File: src/rtl/game_pkg.sv
// Shared constants and state encoding for the block-stacking game pipeline.
// Reused by the shifter, the stack resolver and the display.
package game_pkg;

  localparam int DEF_WIDTH = 8;
  localparam int DEF_ROWS = 8;
  localparam logic [DEF_WIDTH-1:0] DEF_INIT_BLOCK = 8'b11100000;
  localparam int DEF_LEVEL_W = $clog2(DEF_ROWS);

  typedef enum logic [2:0] {
    S_IDLE,
    S_PLAY,
    S_CHECK,
    S_COMMIT,
    S_LOSE,
    S_WIN
  } state_t;

endpackage

File: src/rtl/stack_mem.sv
// ROWS x WIDTH register file holding the committed stack.
// One write port, a synchronous clear, and the whole array visible as a flat bus.
module stack_mem #(
  parameter int WIDTH = 8,
  parameter int ROWS = 8,
  parameter int AW = $clog2(ROWS)
) (
  input  logic                  clk,
  input  logic                  rst_n,
  input  logic                  clr,
  input  logic                  we,
  input  logic [AW-1:0]         addr,
  input  logic [WIDTH-1:0]      wdata,
  output logic [ROWS*WIDTH-1:0] rdata_flat
);

  logic [ROWS*WIDTH-1:0] mem_q, mem_d;

  // Clear wins over a write in the same cycle so a restart never keeps a stale row.
  always_comb begin
    mem_d = mem_q;
    if (clr) begin
      mem_d = '0;
    end else if (we) begin
      mem_d[addr*WIDTH +: WIDTH] = wdata;
    end
  end

  always_ff @(posedge clk or negedge rst_n) begin
    if (!rst_n) begin
      mem_q <= '0;
    end else begin
      mem_q <= mem_d;
    end
  end

  assign rdata_flat = mem_q;

endmodule

File: src/rtl/stack_resolver.sv
// Trims a frozen row against the row beneath it, commits it to the stack,
// advances the level and hands the trimmed pattern back to the shifter.
module stack_resolver import game_pkg::*; #(
  parameter int WIDTH = DEF_WIDTH,
  parameter int ROWS = DEF_ROWS,
  parameter logic [WIDTH-1:0] INIT_BLOCK = DEF_INIT_BLOCK
) (
  input  logic                     clk,
  input  logic                     rstN,
  input  logic                     startBtn,
  input  logic [WIDTH-1:0]         rowIn,
  input  logic                     rowValid,
  output logic [WIDTH-1:0]         nextBlock,
  output logic                     nextLoad,
  output logic [$clog2(ROWS)-1:0]  level,
  output logic [ROWS*WIDTH-1:0]    stackFlat,
  output logic                     busy,
  output logic                     gameOver,
  output logic                     gameWon,
  output state_t                   stateDbg
);

  localparam int LW = $clog2(ROWS);

  // Handshake: rowValid is a one-cycle pulse with no back-pressure. It is
  // accepted only in PLAY; in any other state (including CHECK/COMMIT) it is
  // dropped. nextLoad is a one-cycle pulse the shifter must act on.

  state_t           state_q, state_d;
  logic [LW-1:0]    level_q, level_d;
  logic [WIDTH-1:0] next_block_q, next_block_d;
  logic [WIDTH-1:0] captured_q, captured_d;
  logic [WIDTH-1:0] trimmed_q, trimmed_d;
  logic             next_load_q, next_load_d;
  logic             game_over_q, game_over_d;
  logic             game_won_q, game_won_d;

  logic             mem_clr, mem_we;
  logic [LW-1:0]    prev_level;
  logic [WIDTH-1:0] below_row;

  // prev_level wraps at level 0, but the row below is ignored there.
  assign prev_level = level_q - LW'(1);
  assign below_row  = stackFlat[prev_level*WIDTH +: WIDTH];

  always_comb begin
    state_d      = state_q;
    level_d      = level_q;
    next_block_d = next_block_q;
    captured_d   = captured_q;
    trimmed_d    = trimmed_q;
    next_load_d  = 1'b0;
    game_over_d  = game_over_q;
    game_won_d   = game_won_q;
    mem_clr      = 1'b0;
    mem_we       = 1'b0;

    if (startBtn) begin
      mem_clr      = 1'b1;
      level_d      = '0;
      next_block_d = INIT_BLOCK;
      game_over_d  = 1'b0;
      game_won_d   = 1'b0;
      next_load_d  = 1'b1;
      state_d      = S_PLAY;
    end else begin
      case (state_q)
        S_PLAY: begin
          if (rowValid) begin
            captured_d = rowIn;
            state_d    = S_CHECK;
          end
        end
        S_CHECK: begin
          trimmed_d = (level_q == '0) ? captured_q : (captured_q & below_row);
          state_d   = S_COMMIT;
        end
        S_COMMIT: begin
          if (trimmed_q == '0) begin
            game_over_d = 1'b1;
            state_d     = S_LOSE;
          end else begin
            mem_we = 1'b1;
            if (level_q == LW'(ROWS - 1)) begin
              game_won_d = 1'b1;
              state_d    = S_WIN;
            end else begin
              level_d      = level_q + LW'(1);
              next_block_d = trimmed_q;
              next_load_d  = 1'b1;
              state_d      = S_PLAY;
            end
          end
        end
        default: ;
      endcase
    end
  end

  always_ff @(posedge clk or negedge rstN) begin
    if (!rstN) begin
      state_q      <= S_IDLE;
      level_q      <= '0;
      next_block_q <= '0;
      captured_q   <= '0;
      trimmed_q    <= '0;
      next_load_q  <= 1'b0;
      game_over_q  <= 1'b0;
      game_won_q   <= 1'b0;
    end else begin
      state_q      <= state_d;
      level_q      <= level_d;
      next_block_q <= next_block_d;
      captured_q   <= captured_d;
      trimmed_q    <= trimmed_d;
      next_load_q  <= next_load_d;
      game_over_q  <= game_over_d;
      game_won_q   <= game_won_d;
    end
  end

  stack_mem #(
    .WIDTH(WIDTH),
    .ROWS (ROWS),
    .AW   (LW)
  ) u_stack_mem (
    .clk       (clk),
    .rst_n     (rstN),
    .clr       (mem_clr),
    .we        (mem_we),
    .addr      (level_q),
    .wdata     (trimmed_q),
    .rdata_flat(stackFlat)
  );

  assign nextBlock = next_block_q;
  assign nextLoad  = next_load_q;
  assign level     = level_q;
  assign busy      = (state_q == S_CHECK) || (state_q == S_COMMIT);
  assign gameOver  = game_over_q;
  assign gameWon   = game_won_q;
  assign stateDbg  = state_q;

endmodule

File: config.mk
export PLATFORM = sky130hd
export DESIGN_NAME = stack_resolver
export DESIGN_NICKNAME = d
export VERILOG_FILES = /design/src/rtl/game_pkg.sv /design/src/rtl/stack_mem.sv /design/src/rtl/stack_resolver.sv
export SDC_FILE = /design/constraint.sdc
export NUM_CORES = 1
export LEC_CHECK = 0
export BUFFER_PORTS_ARGS = -buffer_cell sky130_fd_sc_hd__clkbuf_2
export CORE_ASPECT_RATIO = 1.75
export CORE_UTILIZATION = 45
export CTS_CLUSTER_SIZE = 8
export DETAILED_ROUTE_END_ITERATION = 12
export MAX_ROUTING_LAYER = met4
export PLACE_DENSITY_LB_ADDON = 0.1
export SLEW_MARGIN = 10
export SYNTH_ARGS = -nofsm -noshare
export SYNTH_HDL_FRONTEND = slang
export SYNTH_HIERARCHICAL = 1
export SYNTH_SLANG_ARGS = --single-unit
export TNS_END_PERCENT = 30
File: constraint.sdc
create_clock -name clk -period 3 [get_ports clk]
set_clock_uncertainty 0.05 [all_clocks]
set_input_delay 0.3 -clock clk [delete_from_list [all_inputs] [get_ports clk]]
set_output_delay 0.3 -clock clk [all_outputs]
set_load 0.05 [all_outputs]
==> results.json, run 1 <==
{
  "tightest_slew_ps": 820.0,
  "avgRoutedWirePerCell_um": 20.04,
  "cts_hold_buf": 0,
  "synth_compound_area_share_pct": 6.220,
  "die_h_um": 139.9,
  "avgSynthCellArea_um2": 12.13,
  "netlist_area_um2": 4888,
  "grtUsageTotal_pct": 24.81,
  "diodes": 0,
  "fp-row-count": 50,
  "port_buffers": 93,
  "cp.arrival_ps": 2660,
  "grt_overflow": 0,
  "final_nets": 516,
  "hold_path_class": "in2async",
  "synth_top_family_by_area": "multiplexers",
  "wirelength_um": 12660,
  "cts_sinks": 97,
  "pin_count": 94,
  "drc_errors": 0,
  "synth_edf_count": 0,
  "initial_core_util_pct": 45.96,
  "yosysWarnings": 6,
  "timing.fmax_mhz": 401.2,
  "utilization_pct": 55.09,
  "grt_max_degree": 92,
  "synthFlopType": "dfrtp_1",
  "clockBufferDepth": 2,
  "die_area_um2": 11300,
  "gp_congestion": 0.7966,
  "async_flop_share_pct": 100.0,
  "drtIter0Drc": 223,
  "dpl.hpwl_um": 8744,
  "htree_levels": 3,
  "p_leak_uw": 0.002945,
  "max_cap_viol_count": 0,
  "met2_length_um": 6525,
  "viasPerCell": 5.492,
  "ir_worst_vdd_v": 0.0003324,
  "end_kind": "flop",
  "core_region_area_um2": 10640,
  "muxShareOfSynthArea_pct": 22.14,
  "ys_seq_elements": 97,
  "cts_tree": "done",
  "worstSetupStartpointType": "flop",
  "area_delta_synth_final_pct": 19.86,
  "first_global_vias": 3544,
  "vias": 3471,
  "highest_layer": "met4",
  "die_w_um": 80.79,
  "hold_viol_final": 25,
  "grt_setup_unrepaired": "false",
  "wl_met1_um": 5511,
  "status": "finished, violations left",
  "cts-root-buf": "clkbuf_16",
  "relSlewSlack_pct": 45.33,
  "finalSetupTns_ps": 0,
  "firstDrtPassIters": 6,
  "path_class": "reg2reg",
  "synth_nets": 422,
  "cts_inserted_buffers": 9,
  "post-cts-setup-buffer-count": 0,
  "violations": "hold timing",
  "worst_ep_required_time_ps": 3170,
  "setup_viol_count_final": 0,
  "powerDensity_nw_per_um2": 633.7,
  "synthAdderAreaFrac_pct": 1.792,
  "period_minus_slack_ps": 2492,
  "drive_gt1_share_pct": 32.07,
  "synth_cells": 403,
  "cts_resized": 0,
  "ant_nets": 0,
  "grt_first_pass_wirelength_um": 20040,
  "antenna_found_initial": 0,
  "critPathMaxFanout": 8,
  "hold_ws_ps": -33.60,
  "clk_latency_ps": 350,
  "clkTransAtPathRegs_ps": 70,
  "finalMaxSlewViolations": 0,
  "dr_wl_met3_um": 401,
  "fin_crit_sh_pct": 83.08,
  "synthDistinctLibCells": 45,
  "yosys.area_share.simple_pct": 16.97,
  "synth_xor_area_share_pct": 0.1792,
  "yosysSeqAreaShare_pct": 49.65
}
Yosys cell counts (2+ instances only):
master / instances / area, um^2
a211o_2: 2 / 20.02
a21oi_1: 13 / 65.06
buf_1: 3 / 11.26
buf_2: 5 / 25.02
buf_6: 4 / 45.04
clkbuf_1: 11 / 41.29
dfrtp_1: 97 / 2427
ha_1: 7 / 87.58
inv_1: 7 / 26.28
mux2_2: 9 / 101.4
mux2i_1: 62 / 620.6
mux4_2: 16 / 360.4
nand2_1: 13 / 48.80
nand2b_1: 64 / 400.4
nand3_1: 2 / 10.01
nand4_1: 8 / 50.05
nor2_1: 21 / 78.83
nor2b_1: 6 / 37.54
nor3b_1: 3 / 22.52
nor4_4: 2 / 42.54
o21ai_0: 17 / 85.08
o21ba_2: 2 / 20.02
o31ai_1: 7 / 52.55
cell type report:
class,instances,area (um^2)
sequential,97,2427
inverter,7,26.28
tap,130,162.7
timing repair buffer,106,578.1
clock inverter,6,113.9
fill,988,4776
multi-input combinational,276,2312
clock buffer,10,239.0
state kept, by name, summed over array words and instances (netlist names):
signal and count:
u_stack_mem/rdata_flat 64, gameOver 1, level 3, gameWon 1, trimmed_q 8, nextBlock 8, captured_q 8, nextLoad 1
stateDbg 3
logic make-up (layout without fill, tap and decap cells):
family / after synthesis / count (layout)
simple gates: 134 / 134
flops: 97 / 97
mux: 87 / 87
compound gates: 47 / 47
buf+inv: 30 / 129
fa+ha+maj: 7 / 7
xor+xnor: 1 / 1
cells in the final DEF, fill, tap and decap left out, drive strengths merged, types with 2 or more instances in the layout:
cell type / Yosys / layout
nor2: 22 / 22
a211oi: 2 / 2
clkbuf: 11 / 102
nor4: 3 / 3
mux4: 16 / 16
a211o: 3 / 3
o21ai: 17 / 17
a21oi: 13 / 13
mux2i: 62 / 62
buf: 12 / 14
nor2b: 6 / 6
nand2: 13 / 13
dfrtp: 97 / 97
nand4: 8 / 8
inv: 7 / 8
bufinv: 0 / 3
o21ba: 2 / 2
o31ai: 7 / 7
nand3: 2 / 2
nor3b: 3 / 3
or4b: 2 / 2
or2: 2 / 2
ha: 7 / 7
mux2: 9 / 9
nand2b: 64 / 64
layer usage:
| metal | up-vias | track usage (%) |
|---|---|---|
| li1 | 1615 | - |
| met2 | 81 | 40.63 |
| met3 | 16 | 3.803 |
| met5 | - | - |
| met4 | 0 | 8.177 |
| met1 | 1759 | 30.96 |
final timing paths:
path | cells after the start | start | to | slack [ps]
setup / recovery | 5 | stateDbg[2] | u_stack_mem/rdata_flat[18] | 510
hold / removal | 1 | rstN | captured_q[2] | -30
setup reg to reg | 5 | stateDbg[2] | u_stack_mem/rdata_flat[18] | 510
hold reg to reg | 1 | gameOver | gameOver | 450
max in group asynchronous | 2 | rstN | u_stack_mem/rdata_flat[38] | 2230
min in group clk | 2 | rowIn[3] | captured_q[3] | 130
through the flow:
step           cells  setup WS (ps)  area, um^2  total power (uW)
6_report         632          507.6        5859              3713
2_1_floorplan    403          435.7        4888              2133
4_1_cts          632          524.6        5859              3744
3_5_place_dp     616          533.2        5507              2385
3_3_place_gp     616          627.9        5507              2364
5_1_grt          632          378.9        5859              3889
critical path: stages (launching register included):
cell and delay (ps):
dfrtp_1 430, nand3b_1 270, a211oi_1 590, nand2_1 220
or4b_4 640, mux2i_1 160
power breakdown:
group          total [uW]  leakage [uW]  switching [uW]  internal (uW)
clock network        1350      0.000171             513            842
registers            1570       0.00131             146           1420
logic                 791       0.00147             496            295
Note: power is estimated with default switching activity, not from simulation.
==> inputs of run 2 (changes only) <==
==> constraint.sdc (replaced) <==
create_clock -name clk -period 2.38 [get_ports clk]
set_clock_uncertainty 0.05 [all_clocks]
set_input_delay 0.238 -clock clk [delete_from_list [all_inputs] [get_ports clk]]
set_output_delay 0.238 -clock clk [all_outputs]
set_load 0.05 [all_outputs]
==> results.json, run 2 (synthesized netlist as in run 1, its figures left out) <==
{
  "status": "complete, no violations",
  "multi_input_area_um2": 2315,
  "diodes": 0,
  "cts_inserted_buffers": 9,
  "layout_common_cells": "dfrtp_1, clkbuf_2, nand2b_1, mux2i_1, buf_4",
  "first_global_vias": 3727,
  "grt_setup_unrepaired": "false",
  "max_cap_viol_count": 0,
  "timing.fmax_mhz": 448.1,
  "dpl.hpwl_um": 8846,
  "critPathMaxFanout": 6,
  "hold_viol_final": 0,
  "cts_tree": "done",
  "dpl-instance-area_um2": 5633,
  "whs_path_depth": 2,
  "layout_commonest_cell": "dfrtp_1",
  "grt_max_degree": 92,
  "setup_viol_count_final": 0,
  "initial_core_util_pct": 45.96,
  "final_nets": 532,
  "ant_nets": 0,
  "pin_count": 94,
  "drc_errors": 0,
  "fp-row-count": 50,
  "drive_gt1_share_pct": 33.91,
  "viasPerCell": 5.550,
  "cts_sinks": 97,
  "end_kind": "flop",
  "clkTransAtPathRegs_ps": 70,
  "avgRoutedWirePerCell_um": 19.37,
  "regArea_um2": 2429,
  "fillers": 958,
  "design_area_um2": 5941,
  "clk_latency_ps": 340,
  "largest_reg_flops": 64,
  "final_cells": 646,
  "antenna_found_initial": 0,
  "die_w_um": 80.79,
  "vias": 3585,
  "period_minus_slack_ps": 2231,
  "grt_overflow": 0,
  "port_buffers": 93,
  "fin_crit_sh_pct": 93.76,
  "gp_congestion": 0.7865,
  "post-cts-setup-buffer-count": 0,
  "worstSetupStartpointType": "flop",
  "die_h_um": 139.9,
  "htree_levels": 3,
  "grt_first_pass_wirelength_um": 20440,
  "cts-root-buf": "clkbuf_16",
  "relSlewSlack_pct": 59.95,
  "hold_path_class": "in2reg",
  "worst_ep_required_time_ps": 2540,
  "grtUsageTotal_pct": 25.00,
  "die_area_um2": 11300,
  "p_leak_uw": 0.002995,
  "core_region_area_um2": 10640,
  "numPlacedInstances": 631,
  "finalMaxSlewViolations": 0,
  "ff2ff_path_depth": 6,
  "finalSetupTns_ps": 0,
  "clockBufferDepth": 2,
  "path_class": "reg2reg",
  "drtIter0Drc": 250,
  "ir_worst_vdd_v": 0.0003942,
  "area_delta_synth_final_pct": 21.53,
  "powerDensity_nw_per_um2": 763.5,
  "cp.arrival_ps": 2390,
  "firstDrtPassIters": 4,
  "tightest_slew_ps": 599.3,
  "wirelength_um": 12510
}
==> run 2: layout make-up <==
| type | count | area share, % |
|---|---|---|
| flip-flops and latches | 97 | 40.88 |
| clock buffers | 12 | 4.318 |
| clock inverters | 2 | 0.6529 |
| repair buffers | 122 | 12.01 |
| multi-input cells | 276 | 38.96 |
| inverters | 7 | 0.4423 |
| well taps | 130 | 2.738 |
==> run 2: per-stage QoR <==
step | hold WS [ps] | total power (uW) | setup slack [ps] | util (%)
after global placement | 182.3 | 3086 | 186.1 | 52.96
after global routing | 72.41 | 4760 | 23.92 | 55.86
after CTS | 69.92 | 4576 | 107.5 | 55.84
after floorplan | -107.6 | 2689 | -45.36 | -
final | 76.81 | 4536 | 148.6 | 55.86
after detailed placement | 187.2 | 3108 | 120.0 | 52.96
==> run 2: worst paths after layout <==
path,endpoint,start,slack (ps)
setup reg to reg,u_stack_mem/rdata_flat[55],level[0],150
setup / recovery,u_stack_mem/rdata_flat[55],level[0],150
max in group asynchronous,u_stack_mem/rdata_flat[28],rstN,1220
hold / removal,captured_q[3],rowIn[3],80
hold reg to reg,gameOver,gameOver,460
min in group asynchronous,captured_q[1],rstN,350
==> run 2: critical path, stage by stage, from the launching register on <==
cell     delay, ps
dfrtp_2        420
inv_1           60
ha_1           210
ha_1           230
or2_4          290
or4_1          660
mux2i_1        190
==> run 2: report_power, final <==
group / internal (uW) / switching (uW) / leakage [uW]
Combinational: 453 / 677 / 0.00154
Sequential: 1790 / 153 / 0.00131
Clock: 863 / 597 / 0.000145
==> run 2: repair_timing <==
| action | CTS | global route |
|---|---|---|
| endpoints found under the hold margin | 35 | 0 |
| hold buffers | 1 | 0 |
| endpoints found under the setup margin | 0 | 4 |
| gates resized for setup | 0 | 1 |
==> run 2: metal layers <==
metal | global-route usage (%) | vias to the layer above | share of wire (%)
met3 | 3.279 | 19 | 3.9
met2 | 41.17 | 109 | 53
met4 | 9.211 | 0 | 2.3
met1 | 30.89 | 1812 | 41
li1 | - | 1645 | -
met5 | - | - | 0
